**config.mk**
```make
export PLATFORM = sky130hd
export DESIGN_NAME = pipe_ctrl
export DESIGN_NICKNAME = d
export VERILOG_FILES = /design/src/rtl/y86_pkg.sv /design/src/rtl/pipe_hazard_detect.sv /design/src/rtl/pipe_ctrl.sv
export SDC_FILE = /design/constraint.sdc
export NUM_CORES = 1
export LEC_CHECK = 0
export BUFFER_PORTS_ARGS = -buffer_cell sky130_fd_sc_hd__buf_2
export CORE_UTILIZATION = 30
export DETAILED_ROUTE_END_ITERATION = 10
export PLACE_DENSITY_LB_ADDON = 0.12
export SYNTH_ARGS = -nofsm -noshare
export SYNTH_HDL_FRONTEND = slang
export SYNTH_SLANG_ARGS = --single-unit
export TNS_END_PERCENT = 10
```
**constraint.sdc**
```tcl
create_clock -name clk -period 3.05 [get_ports clk]
set_clock_uncertainty 0.2 [all_clocks]
set_input_delay 0.305 -clock clk [delete_from_list [all_inputs] [get_ports clk]]
set_output_delay 0.305 -clock clk [all_outputs]
set_load 0.01 [all_outputs]
```
**src/rtl/y86_pkg.sv**
```systemverilog
// y86_pkg: shared Y86 icodes, status codes and pipeline-control state encoding
package y86_pkg;
  localparam logic [3:0] IHALT   = 4'h0;
  localparam logic [3:0] INOP    = 4'h1;
  localparam logic [3:0] IRRMOVQ = 4'h2;
  localparam logic [3:0] IIRMOVQ = 4'h3;
  localparam logic [3:0] IRMMOVQ = 4'h4;
  localparam logic [3:0] IMRMOVQ = 4'h5;
  localparam logic [3:0] IOPQ    = 4'h6;
  localparam logic [3:0] IJXX    = 4'h7;
  localparam logic [3:0] ICALL   = 4'h8;
  localparam logic [3:0] IRET    = 4'h9;
  localparam logic [3:0] IPUSHQ  = 4'hA;
  localparam logic [3:0] IPOPQ   = 4'hB;
  localparam logic [3:0] RNONE   = 4'hF;
  localparam logic [2:0] SAOK    = 3'd1;
  localparam logic [2:0] SHLT    = 3'd2;
  localparam logic [2:0] SADR    = 3'd3;
  localparam logic [2:0] SINS    = 3'd4;
  typedef enum logic [1:0] {FLUSH, RUN, HALTED} ctrl_state_t;
endpackage

```
**src/rtl/pipe_hazard_detect.sv**
```systemverilog
// pipe_hazard_detect: combinational load/use, ret, mispredict and exception terms
module pipe_hazard_detect
  import y86_pkg::*;
(
  input  logic [3:0] d_icode_i,
  input  logic [3:0] e_icode_i,
  input  logic [3:0] m_icode_i,
  input  logic [3:0] e_dstm_i,
  input  logic [3:0] d_srca_i,
  input  logic [3:0] d_srcb_i,
  input  logic       e_cnd_i,
  input  logic [2:0] m_stat_i,
  input  logic [2:0] w_stat_i,
  output logic       lu_o,
  output logic       rt_o,
  output logic       mp_o,
  output logic       ex_m_o,
  output logic       ex_w_o
);
  assign lu_o   = (e_icode_i == IMRMOVQ || e_icode_i == IPOPQ) && e_dstm_i != RNONE &&
                  (e_dstm_i == d_srca_i || e_dstm_i == d_srcb_i);
  assign rt_o   = d_icode_i == IRET || e_icode_i == IRET || m_icode_i == IRET;
  assign mp_o   = e_icode_i == IJXX && !e_cnd_i;
  assign ex_m_o = m_stat_i != SAOK;
  assign ex_w_o = w_stat_i != SAOK;
endmodule

```
**src/rtl/pipe_ctrl.sv**
```systemverilog
// pipe_ctrl: Y86 pipeline control (FSM, F_predPC, stall/bubble); perf counters under PIPE_CTRL_PERF_CNT_EN
module pipe_ctrl
  import y86_pkg::*;
#(
  parameter int              PC_W      = 64,
  parameter logic [PC_W-1:0] RESET_PC  = '0,
  parameter int              FLUSH_CYC = 3,
  parameter int              CNT_W     = 32
) (
  input  logic             clk,
  input  logic             rst,
  input  logic [3:0]       D_icode,
  input  logic [3:0]       E_icode,
  input  logic [3:0]       M_icode,
  input  logic [3:0]       W_icode,
  input  logic [3:0]       E_dstM,
  input  logic [3:0]       d_srcA,
  input  logic [3:0]       d_srcB,
  input  logic             e_cnd,
  input  logic [2:0]       m_stat,
  input  logic [2:0]       W_stat,
  input  logic [PC_W-1:0]  f_predPC,
  output logic [PC_W-1:0]  F_predPC,
  output logic             F_stall,
  output logic             D_stall,
  output logic             D_bubble,
  output logic             E_bubble,
  output logic             M_bubble,
  output logic             W_stall,
  output logic             set_cc,
  output logic [2:0]       cpu_stat,
  output logic             halted,
  output logic [CNT_W-1:0] cycle_cnt,
  output logic [CNT_W-1:0] retired_cnt,
  output logic [CNT_W-1:0] stall_cnt,
  output logic [CNT_W-1:0] bubble_cnt
);
  localparam int FW = $clog2(FLUSH_CYC + 1);
  ctrl_state_t     state_q, state_d;
  logic [FW-1:0]   flush_cnt_q, flush_cnt_d;
  logic [PC_W-1:0] pc_q, pc_d;
  logic [2:0]      stat_q, stat_d;
  logic            halted_q, halted_d;
  logic            lu, rt, mp, ex_m, ex_w, run, to_halt;

  pipe_hazard_detect u_hz (
    .d_icode_i(D_icode), .e_icode_i(E_icode), .m_icode_i(M_icode),
    .e_dstm_i(E_dstM), .d_srca_i(d_srcA), .d_srcb_i(d_srcB),
    .e_cnd_i(e_cnd), .m_stat_i(m_stat), .w_stat_i(W_stat),
    .lu_o(lu), .rt_o(rt), .mp_o(mp), .ex_m_o(ex_m), .ex_w_o(ex_w)
  );

  assign run     = state_q == RUN;
  assign to_halt = run && ex_w;

  // state register
  always_ff @(posedge clk)
    state_q <= rst ? FLUSH : state_d;

  // next state: flush countdown, then run until writeback reports an exception
  always_comb
    state_d = state_q == FLUSH ? (flush_cnt_q == FW'(FLUSH_CYC - 1) ? RUN : FLUSH) :
              run ? (ex_w ? HALTED : RUN) : HALTED;

  // stage controls; FLUSH and HALTED force fixed patterns
  always_comb begin
    F_stall  = run ? (lu | rt) : 1'b1;
    D_stall  = run ? lu : state_q == HALTED;
    D_bubble = run ? (mp | (rt & !lu)) : state_q == FLUSH;
    E_bubble = run ? (mp | lu) : 1'b1;
    M_bubble = run ? (ex_m | ex_w) : 1'b1;
    W_stall  = run ? ex_w : state_q == HALTED;
    set_cc   = run && E_icode == IOPQ && !ex_m && !ex_w;
  end

  // datapath next values; the oldest (writeback) status is the one latched
  always_comb begin
    flush_cnt_d = state_q == FLUSH ? flush_cnt_q + FW'(1) : flush_cnt_q;
    pc_d        = F_stall ? pc_q : f_predPC;
    stat_d      = to_halt ? W_stat : stat_q;
    halted_d    = halted_q | to_halt;
  end

  // datapath registers
  always_ff @(posedge clk)
    if (rst) begin
      flush_cnt_q <= '0;
      pc_q        <= RESET_PC;
      stat_q      <= SAOK;
      halted_q    <= 1'b0;
    end else begin
      flush_cnt_q <= flush_cnt_d;
      pc_q        <= pc_d;
      stat_q      <= stat_d;
      halted_q    <= halted_d;
    end

  assign F_predPC = pc_q;
  assign cpu_stat = stat_q;
  assign halted   = halted_q;

`ifdef PIPE_CTRL_PERF_CNT_EN
  logic [CNT_W-1:0] cyc_q, cyc_d, ret_q, ret_d, stl_q, stl_d, bub_q, bub_d;

  // saturating increments, active only while running
  always_comb begin
    cyc_d = cyc_q + CNT_W'(run && !(&cyc_q));
    ret_d = ret_q + CNT_W'(run && W_stat == SAOK && W_icode != INOP && !(&ret_q));
    stl_d = stl_q + CNT_W'(run && F_stall && !(&stl_q));
    bub_d = bub_q + CNT_W'(run && E_bubble && !(&bub_q));
  end

  // perf counter registers
  always_ff @(posedge clk)
    if (rst) begin
      cyc_q <= '0;
      ret_q <= '0;
      stl_q <= '0;
      bub_q <= '0;
    end else begin
      cyc_q <= cyc_d;
      ret_q <= ret_d;
      stl_q <= stl_d;
      bub_q <= bub_d;
    end

  assign cycle_cnt   = cyc_q;
  assign retired_cnt = ret_q;
  assign stall_cnt   = stl_q;
  assign bubble_cnt  = bub_q;
`else
  logic unused_w;
  assign unused_w    = ^W_icode;
  assign cycle_cnt   = '0;
  assign retired_cnt = '0;
  assign stall_cnt   = '0;
  assign bubble_cnt  = '0;
`endif
endmodule
```
; ---- After elaboration in Yosys (flattened, before gate mapping)
; Index checks and enable logic that the tools add are counted.
; W data, S select, Z words.
[word_totals]
inputBits = 101
elab_cells = 53
regBits = 72
output_inout_bits = 203
[classes]
bitwise_logic = 6
mux = 10
n_addsub = 1
n_reduce_logical = 16
eq_ne = 15
[op_table]
columns = cell, count
row1 = $eq A4 B4 Y1 const B, 4
row2 = $eq A4 B3 Y1 const B, 3
row3 = $eq A4 B4 Y1, 2
row4 = $logic_and A1 B1 Y1, 7
row5 = $mux W1, 7
row6 = $mux W2, 3
row7 = $ne A3 B1 Y1 const B, 2
row8 = $or A1 B1 Y1, 5
row9 = $eq A2 B2 Y1 const B, 2
row10 = $logic_not A1 Y1, 4
row11 = $logic_or A1 B1 Y1, 4
row12 = $ne A4 B4 Y1 const B, 1
row13 = $add A2 B1 Y2 const B, 1
row14 = $eq A2 B1 Y1 const B, 1
row15 = $logic_not A2 Y1, 1
row16 = $and A1 B1 Y1, 1

; ---- Longest topological paths before layout
; Gate-level depths: netlist (run 1).
[depth]
word_depth = 8
ltp_mapped = 7
depth_no_buf = 5

; ---- Modules after synthesis
; A second synthesis (run 1) with hierarchy kept.
[unflattened]
cells_unflattened = 481
area_unflattened_um2 = 4441.8
[by_module_without_submodules]
columns = module, cells_each, n_inst, seq_area_each_um2, area_each_um2
row1 = pipe_ctrl, 458, 1, 1441.4, 4254.1
row2 = pipe_hazard_detect, 23, 1, 0.0, 187.7

; ---- Least setup slack after synthesis (run 1)
; OpenSTA, ideal clock, no wires.
[synth_path]
path_kind = in2out
from = input port W_stat[0]
to = output port set_cc
path_stages = 5
path_slack_ps = 868
required_ps = 2545
n_path_buf = 0
t_arrival_ps = 1677
path_cell_list = nor2b_1 -> nand2b_1 -> or2_1 -> or4b_1 -> nor4_1
[synth_via]
elab_chain_cells = 3
[synth_rtl]
columns = item, line
row1 = "start, declared", pipe_ctrl.sv:21  ; input logic [2:0] W_stat,
row2 = $ne A3 B1 Y1, pipe_hazard_detect.sv:25  ; assign ex_w_o = w_stat_i != SAOK;
row3 = $logic_not A1 Y1, pipe_ctrl.sv:73  ; set_cc = run && E_icode == IOPQ && !ex_m && !ex_w;
row4 = $logic_and A1 B1 Y1, pipe_ctrl.sv:73
row5 = "end, declared", pipe_ctrl.sv:30  ; output logic set_cc,
; No other way between the ends.

; ---- Worst setup path in the final report (run 1)
[layout_path]
from = register state_q[0]
to = output port set_cc
[layout_via]
elab_chain_cells = 4
[layout_rtl]
columns = item, line
row1 = "start, declared", pipe_ctrl.sv:39  ; ctrl_state_t state_q, state_d;
row2 = "start signal, assigned", pipe_ctrl.sv:58  ; state_q <= rst ? FLUSH : state_d;
row3 = $eq A2 B1 Y1, pipe_ctrl.sv:53  ; assign run = state_q == RUN;
row4 = $logic_and A1 B1 Y1 (3 in series), pipe_ctrl.sv:73
; No other way between the ends.

==> results of run 1 <==
## power by group
| part | switching, mW | leakage, nW | internal (mW) | total, mW |
|---|---|---|---|---|
| registers | 0.0559 | 0.583 | 1.05 | 1.10 |
| clock network | 0.392 | 0.150 | 0.676 | 1.07 |
| logic | 0.371 | 1.74 | 0.295 | 0.666 |
| total | 0.819 | 2.47 | 2.02 | 2.84 |
## layout make-up
type	count	area (um2)	area share (%)
Multi-Input combinational cell	378	2330	44.5
Sequential cell	72	1440	27.6
Timing Repair Buffer	174	916	17.5
Clock buffer	13	260	4.97
Tap cell	184	230	4.40
Clock inverter	3	40.0	0.765
Inverter	4	15.0	0.287
## path summary, 6_finish.rpt
check	to	slack (ps)
worst max-delay path	set_cc	590
worst min-delay path	F_predPC[41]	30
worst max register to register	F_predPC[49]	1370
worst min register to register	F_predPC[59]	270
## cells in the final DEF, fill, tap and decap left out, types with 2 or more instances in the layout
cell type and count:
clkbuf_1 2, mux2i_1 64, buf_12 3, inv_1 3, buf_2 171, clkbuf_8 2
clkinv_2 2, conb_1 128, nor2b_1 3, clkbuf_16 9, nor4_2 2, dfxtp_1 72
a21oi_1 4, nand2b_1 132, xor2_1 8, nand2_1 6, nor4bb_1 2, o21ai_0 4
nor2_1 7
## tightest hold or removal path, stage by stage
cell      delay [ps]
buf_2             90
nand2b_1          50
mux2i_1           60
## kinds of logic after synthesis
logic type	after synthesis	share of synthesized area, %
and+or+nand+nor	164	23.4
buffers and inverters	154	26.0
DFF	72	32.4
muxes	64	14.4
AOI/OAI and AO/OA	12	1.69
xor gates and xnor gates	9	1.77
adders and majority gates	1	0.281
other	1	0.0842
## through the flow
| stage | cells | util (%) | hold slack [ps] | power, mW | worst slack, ps |
|---|---|---|---|---|---|
| 3_3_place_gp | 812 | 33.9 | 256 | 1.79 | 702 |
| 2_1_floorplan | 604 | - | 245 | 1.72 | 868 |
| 3_5_place_dp | 812 | 33.9 | 258 | 1.80 | 717 |
| 5_1_grt | 828 | 36.0 | 25.4 | 3.03 | 404 |
| 4_1_cts | 828 | 36.0 | 5.36 | 2.91 | 540 |
| 6_report | 828 | 36.0 | 26.9 | 2.84 | 594 |
## flip-flops by register name (all words and copies together) (netlist names)
name,flops
F_predPC,64
cpu_stat,3
flush_cnt_q,2
halted,1
state_q,2
## routing by layer
metal / vias to the layer above / track usage, % / part of all wire (%)
met5: - / 0 / 0
met4: 0 / 4.29 / 1.3
met3: 9 / 4.53 / 8.7
met2: 141 / 18.8 / 49
met1: 1466 / 12.2 / 41
li1: 1586 / - / -
==> out/results.tsv, run 1 <==
metric	value	unit
gpl congestion	0.700	
grt ovf	0	
Starting Density	30.6	%
Hold Crit Start	f_predPC[41]	
unrepaired setup endpoints after global routing	no	
placed cell areas	0.00493	mm2
CTS max path bufs	2	
most common cell in the netlist	nand2b_1	
share of the synthesized area in the top cell type	32.4	%
Clock Sinks	72	
vias in the first global route	2748	
CP max FO	8	
DRT Wirelength	8810	um
CP Buf/Inv Count	1	
ys async rst share	0	%
pin count of the biggest net entering global routing	137	
Final setup viols	0	
Initial DRT Pass Iterations	4	
via count	3202	
Period minus WS final	2460	ps
status	finished, final reports clean	
Worst-Skew Late Latency	330	ps
CP Launch Type	flop	
LEAKAGE	2.47	nW
htree depth	3	
Critical Path Start	state_q[0]	
Fmax achieved	407	MHz
DRC	0	
max-slew violations	0	
Worst R2R Start	state_q[0]	
clk root buf	clkbuf_16	
Synth area leaders	dfxtp_1 32%, buf_4 22%, nand2b_1 19%	
layout cells sized above 1	30.3	%
Worst R2R Path Depth	4	
first-pass GRT wire length	13100	um
Final ANT Viol Nets	0	
vias per cell	3.87	
Max-cap violations	0	
worst-path cell chain	nand2b_4 -> or2_1 -> or4b_1 -> nor4_1 -> buf_2	
initial antenna violation count	0	
Pwr Density	543	mW/mm2
FILL cells	1528	
post-CTS setup buffers	0	
Tcrit/Tclk final	80.5	%
Tot GR Track Use	11.0	%
Die H	124	um
Horiz. Die Dim	124	um
Ys Warns	0	
Slowest cell on crit path	or4b_1	
WL per Instance	10.6	um
Antenna Cells	0	
leading area contributor after synthesis	dfxtp_1	
WP data arrival	1950	ps
CTS tree	built	
hold buffer count at CTS	0	
HPWL after DPL	6280	um
Worst EP required	2540	ps
Seq cells post-synth	72	
Synth Flop Type	dfxtp_1	
hold depth	3	
Cell Area, Synth	0.00445	mm2
Worst Setup End Kind	output pin	
CP peak stage delay	490	ps
IO Pins	304	
Post-synth EDFFs	0	
I/O Buffers	171	
Initial DRC Count	65	
Core Region	0.0145	mm2
Worst Hold Class	in2reg	
Synth Area per Inst	9.34	um2
P&R area growth vs syn	17.5	%
full die area	0.0153	mm2
Final Hold Viols	0	
NumNets Final	741	
final instance area	0.00523	mm2
Critical Path Stages	5	
setup TNS	0	ps
Gate Count Post-Synth	477	
Worst VDD drop	0.294	mV
Synth top cells by count	132 x nand2b_1, 129 x buf_4, 72 x dfxtp_1, 64 x mux2i_1, 15 x clkbuf_1	
count of different cell masters after synthesis	35	
CTS buffer count	9	
CP top delay family	simple AND/OR/NAND/NOR gates	
Reg clk slew, reported paths	60	ps
WS Path Type	reg2out	
num rows	44	
CTS resizes	0	
sequential-to-total area share from yosys stat	32.4	%
(Power assumes the default switching activity.)
==> inputs of run 2 (changes only) <==
- clock period: 3.05 -> 2.5 ns (I/O delays scaled with it)
==> out/results.tsv, run 2 (same netlist as run 1, synthesis figures left out) <==
metric	value	unit	change
status	finished, final reports clean		unchanged
hold_ws	95.5	ps	was 26.9 ps
Core Region	0.0145	mm2	unchanged
Tcrit/Tclk final	95.8	%	
post-CTS setup buffers	0		unchanged
Initial DRC Count	63		was 65
via count	3481		was 3202
DRC	0		unchanged
initial antenna violation count	0		unchanged
htree depth	3		unchanged
NumNets Final	814		was 741
pin count of the biggest net entering global routing	137		unchanged
Worst Hold Class	in2reg		unchanged
full die area	0.0153	mm2	unchanged
CTS buffer count	9		unchanged
I/O Buffers	171		unchanged
IO Pins	304		unchanged
Tot GR Track Use	12.2	%	was 11.0%
Period minus WS final	2400	ps	
Util after Layout	41.0	%	was 36.0%
Die H	124	um	unchanged
Initial DRT Pass Iterations	4		unchanged
max-slew violations	0		unchanged
final instance area	0.00596	mm2	was 0.00523 mm2
Pwr Density	595	mW/mm2	was 543 mW/mm2
LEAKAGE	2.78	nW	was 2.47 nW
Final Hold Viols	0		unchanged
HPWL after DPL	6490	um	was 6280 um
layout cells sized above 1	28.1	%	was 30.3%
number of flip-flops in the largest register	64		unchanged
clk root buf	clkbuf_16		unchanged
FILL cells	1479		was 1528
vias in the first global route	3184		was 2748
Max-cap violations	0		unchanged
WS Path Type	reg2out		unchanged
num rows	44		unchanged
Antenna Cells	0		unchanged
Starting Density	30.6	%	unchanged
CTS tree	built		unchanged
Horiz. Die Dim	124	um	unchanged
Worst VDD drop	0.255	mV	was 0.294 mV
commonest non-fill, non-tap cells in the layout	171 x buf_2, 132 x nand2b_1, 128 x conb_1		unchanged
unrepaired setup endpoints after global routing	no		unchanged
first-pass GRT wire length	14400	um	was 13100 um
P&R area growth vs syn	33.8	%	was 17.5%
WL per Instance	10.6	um	about the same
WP data arrival	1950	ps	about the same
Fmax achieved	417	MHz	
CTS max path bufs	2		unchanged
placed cell areas	0.00500	mm2	was 0.00493 mm2
CP max FO	8		unchanged
setup TNS	0	ps	unchanged
Cells after DPL	818		was 812
Worst-Skew Late Latency	330	ps	about the same
Worst Setup End Kind	output pin		unchanged
fin cells	900		was 828
commonest non-fill, non-tap cell in the layout	buf_2		unchanged
grt ovf	0		unchanged
vias per cell	3.87		about the same
CP Launch Type	flop		unchanged
Clock Sinks	72		unchanged
gpl congestion	0.723		was 0.700
Final setup viols	0		unchanged
DRT Wirelength	9540	um	was 8810 um
Final ANT Viol Nets	0		unchanged
Worst EP required	2050	ps	was 2540 ps
Reg clk slew, reported paths	60	ps	about the same
==> run 2: changes by cell type in the layout (fill, tap and decap cells not counted), sizes merged <==
cell         previous run  this run
clkbuf                 13        12
dlygate4sd3             0        67
buf                   174       180
==> run 2: path summary, 6_finish.rpt <==
kind	start	slack [ps]	end	depth (start not counted)
worst max-delay path	state_q[1]	100	set_cc	5
worst min register to register	F_predPC[38]	270	F_predPC[38]	2
worst max register to register	state_q[1]	770	F_predPC[1]	5
worst min-delay path	W_stat[1]	100	cpu_stat[2]	4
==> run 2: cell type report <==
class	count	area [um2]	area share, %
Tap cell	184	230	3.86
Clock inverter	3	43.8	0.735
Sequential cell	72	1440	24.2
Multi-Input combinational cell	378	2330	39.2
Timing Repair Buffer	247	1660	27.8
Inverter	4	15.0	0.252
Clock buffer	12	236	3.97
==> run 2: timing repair <==
| action | in CTS | in global routing |
|---|---|---|
| hold endpoints to repair | 67 | 0 |
| resized for setup | 0 | 2 |
| endpoints found under the setup margin | 0 | 1 |
| hold buffers | 67 | 0 |
==> run 2: critical path, cell delays in order (launching register included) <==
cell and delay (ps):
dfxtp_1 340, nand2b_4 190, or2_1 260, or4b_1 510, nor4_2 140, buf_2 160
==> run 2: power breakdown <==
part	leakage (nW)	internal, mW	total [mW]	switching, mW
clock	0.137	0.768	1.26	0.492
sequential	0.583	1.28	1.35	0.0678
combinational	2.06	0.460	0.938	0.479
total	2.78	2.51	3.55	1.04
==> run 2: stage by stage <==
step                power [mW]  worst slack (ps)
global placement          2.22               274
floorplan                 2.10               401
detailed placement        2.24               260
global route              3.77              31.9
finish                    3.55               104
CTS                       3.62              33.8
==> run 2: per-layer routing <==
layer | up-vias | wire length [um] | part of all wire, % | global-route usage [%]
li1 | 1738 | - | - | -
met5 | - | 0 | 0 | 0
met2 | 143 | 4770 | 50 | 21.6
met4 | 0 | 211 | 2.2 | 6.93
met1 | 1586 | 3950 | 41 | 13.3
met3 | 14 | 614 | 6.4 | 2.84
==> inputs of run 3 (changes only) <==
- CTS_BUF_LIST: not set -> sky130_fd_sc_hd__clkbuf_16
==> out/results.tsv, run 3 (same netlist as run 1, synthesis figures left out) <==
metric	value	unit	change
WS Path Type	reg2out		unchanged
Tot Pwr	3.53	mW	was 3.55 mW
CTS tree	built		unchanged
FILL cells	1479		unchanged
post-CTS setup buffers	0		unchanged
CP max FO	8		unchanged
via count	3481		unchanged
DRC	0		unchanged
Tcrit/Tclk final	95.8	%	unchanged
Initial DRC Count	64		was 63
Fmax achieved	417	MHz	unchanged
htree depth	3		unchanged
WL per Instance	10.6	um	about the same
LEAKAGE	2.79	nW	was 2.78 nW
status	finished, final reports clean		unchanged
CP Launch Type	flop		unchanged
commonest non-fill, non-tap cell in the layout	buf_2		unchanged
Core Region	0.0145	mm2	unchanged
Worst Hold Class	in2reg		unchanged
Final ANT Viol Nets	0		unchanged
Worst VDD drop	0.255	mV	about the same
R2R setup slack	770	ps	about the same
setup TNS	0	ps	unchanged
num rows	44		unchanged
clk root buf	clkbuf_16		unchanged
commonest non-fill, non-tap cells in the layout	171 x buf_2, 132 x nand2b_1, 128 x conb_1		unchanged
Worst-Skew Late Latency	330	ps	about the same
WP data arrival	1950	ps	about the same
vias in the first global route	3184		unchanged
NumNets Final	814		unchanged
Final Hold Viols	0		unchanged
unrepaired setup endpoints after global routing	no		unchanged
Pwr Density	593	mW/mm2	was 595 mW/mm2
pre-CTS setup slack	260	ps	unchanged
placed cell areas	0.00500	mm2	unchanged
initial antenna violation count	0		unchanged
Final WS setup	104	ps	unchanged
grt ovf	0		unchanged
DRT Wirelength	9540	um	about the same
Util after Layout	41.0	%	unchanged
CTS buffer count	9		unchanged
pin count of the biggest net entering global routing	137		unchanged
HPWL after DPL	6490	um	unchanged
Max-cap violations	0		unchanged
Worst EP required	2050	ps	about the same
P&R area growth vs syn	33.8	%	unchanged
IO Pins	304		unchanged
Antenna Cells	0		unchanged
full die area	0.0153	mm2	unchanged
Starting Density	30.6	%	unchanged
Clock Sinks	72		unchanged
Period minus WS final	2400	ps	unchanged
Worst Setup End Kind	output pin		unchanged
Initial DRT Pass Iterations	4		unchanged
I/O Buffers	171		unchanged
final instance area	0.00596	mm2	unchanged
Final setup viols	0		unchanged
CTS max path bufs	2		unchanged
first-pass GRT wire length	14400	um	unchanged
Reg clk slew, reported paths	60	ps	about the same
max-slew violations	0		unchanged
layout cells sized above 1	28.1	%	unchanged
gpl congestion	0.723		unchanged
Die H	124	um	unchanged
number of flip-flops in the largest register	64		unchanged
vias per cell	3.87		unchanged
Tot GR Track Use	12.2	%	unchanged
Horiz. Die Dim	124	um	unchanged
run 3: cell types whose count changed in the layout (fill, tap and decap cells not counted), sizes merged:
cell / before / now
clkbuf: 12 / 9
inv: 4 / 7
run 3: worst paths after layout:
check,start,end,cells past startpoint
worst min register to register,F_predPC[28],F_predPC[28],2
worst min-delay path,W_stat[1],cpu_stat[2],4
worst max register to register,state_q[1],F_predPC[1],5
worst max-delay path,state_q[1],set_cc,5
run 3: layer usage:
| layer | vias up | wire [um] | track usage [%] |
|---|---|---|---|
| li1 | 1738 | - | - |
| met1 | 1586 | 3950 | 13.3 |
| met2 | 143 | 4770 | 21.6 |
| met3 | 14 | 614 | 2.84 |
| met4 | 0 | 211 | 6.93 |
| met5 | - | 0 | 0 |
run 3: final cells by class:
cell class | instances | area [um2] | area share (%)
Clock buffer | 9 | 225 | 3.78
Clock inverter | 6 | 55.1 | 0.924
Inverter | 4 | 15.0 | 0.252
Multi-Input combinational cell | 378 | 2330 | 39.2
Sequential cell | 72 | 1440 | 24.2
Tap cell | 184 | 230 | 3.86
Timing Repair Buffer | 247 | 1660 | 27.8
run 3: report_power, final:
part           switching [mW]  internal (mW)
Clock                   0.493          0.756
Sequential             0.0678           1.28
Combinational           0.479          0.460
Total                    1.04           2.50
run 3: what timing repair did:
action	CTS	global route
endpoints found under the hold margin	67	0
setup endpoints to repair	0	1
gates resized for setup	0	2
hold buffers	67	0
run 3: worst max-delay path: stages (launching register included):
cell	delay [ps]
dfxtp_1	340
nand2b_4	190
or2_1	260
or4b_1	510
nor4_2	140
buf_2	160
run 3: stage by stage:
stage	cells	hold slack (ps)
global placement	818	256
CTS	900	81.7
floorplan	604	190
detailed placement	818	257
global route	900	124
finish	900	95.5
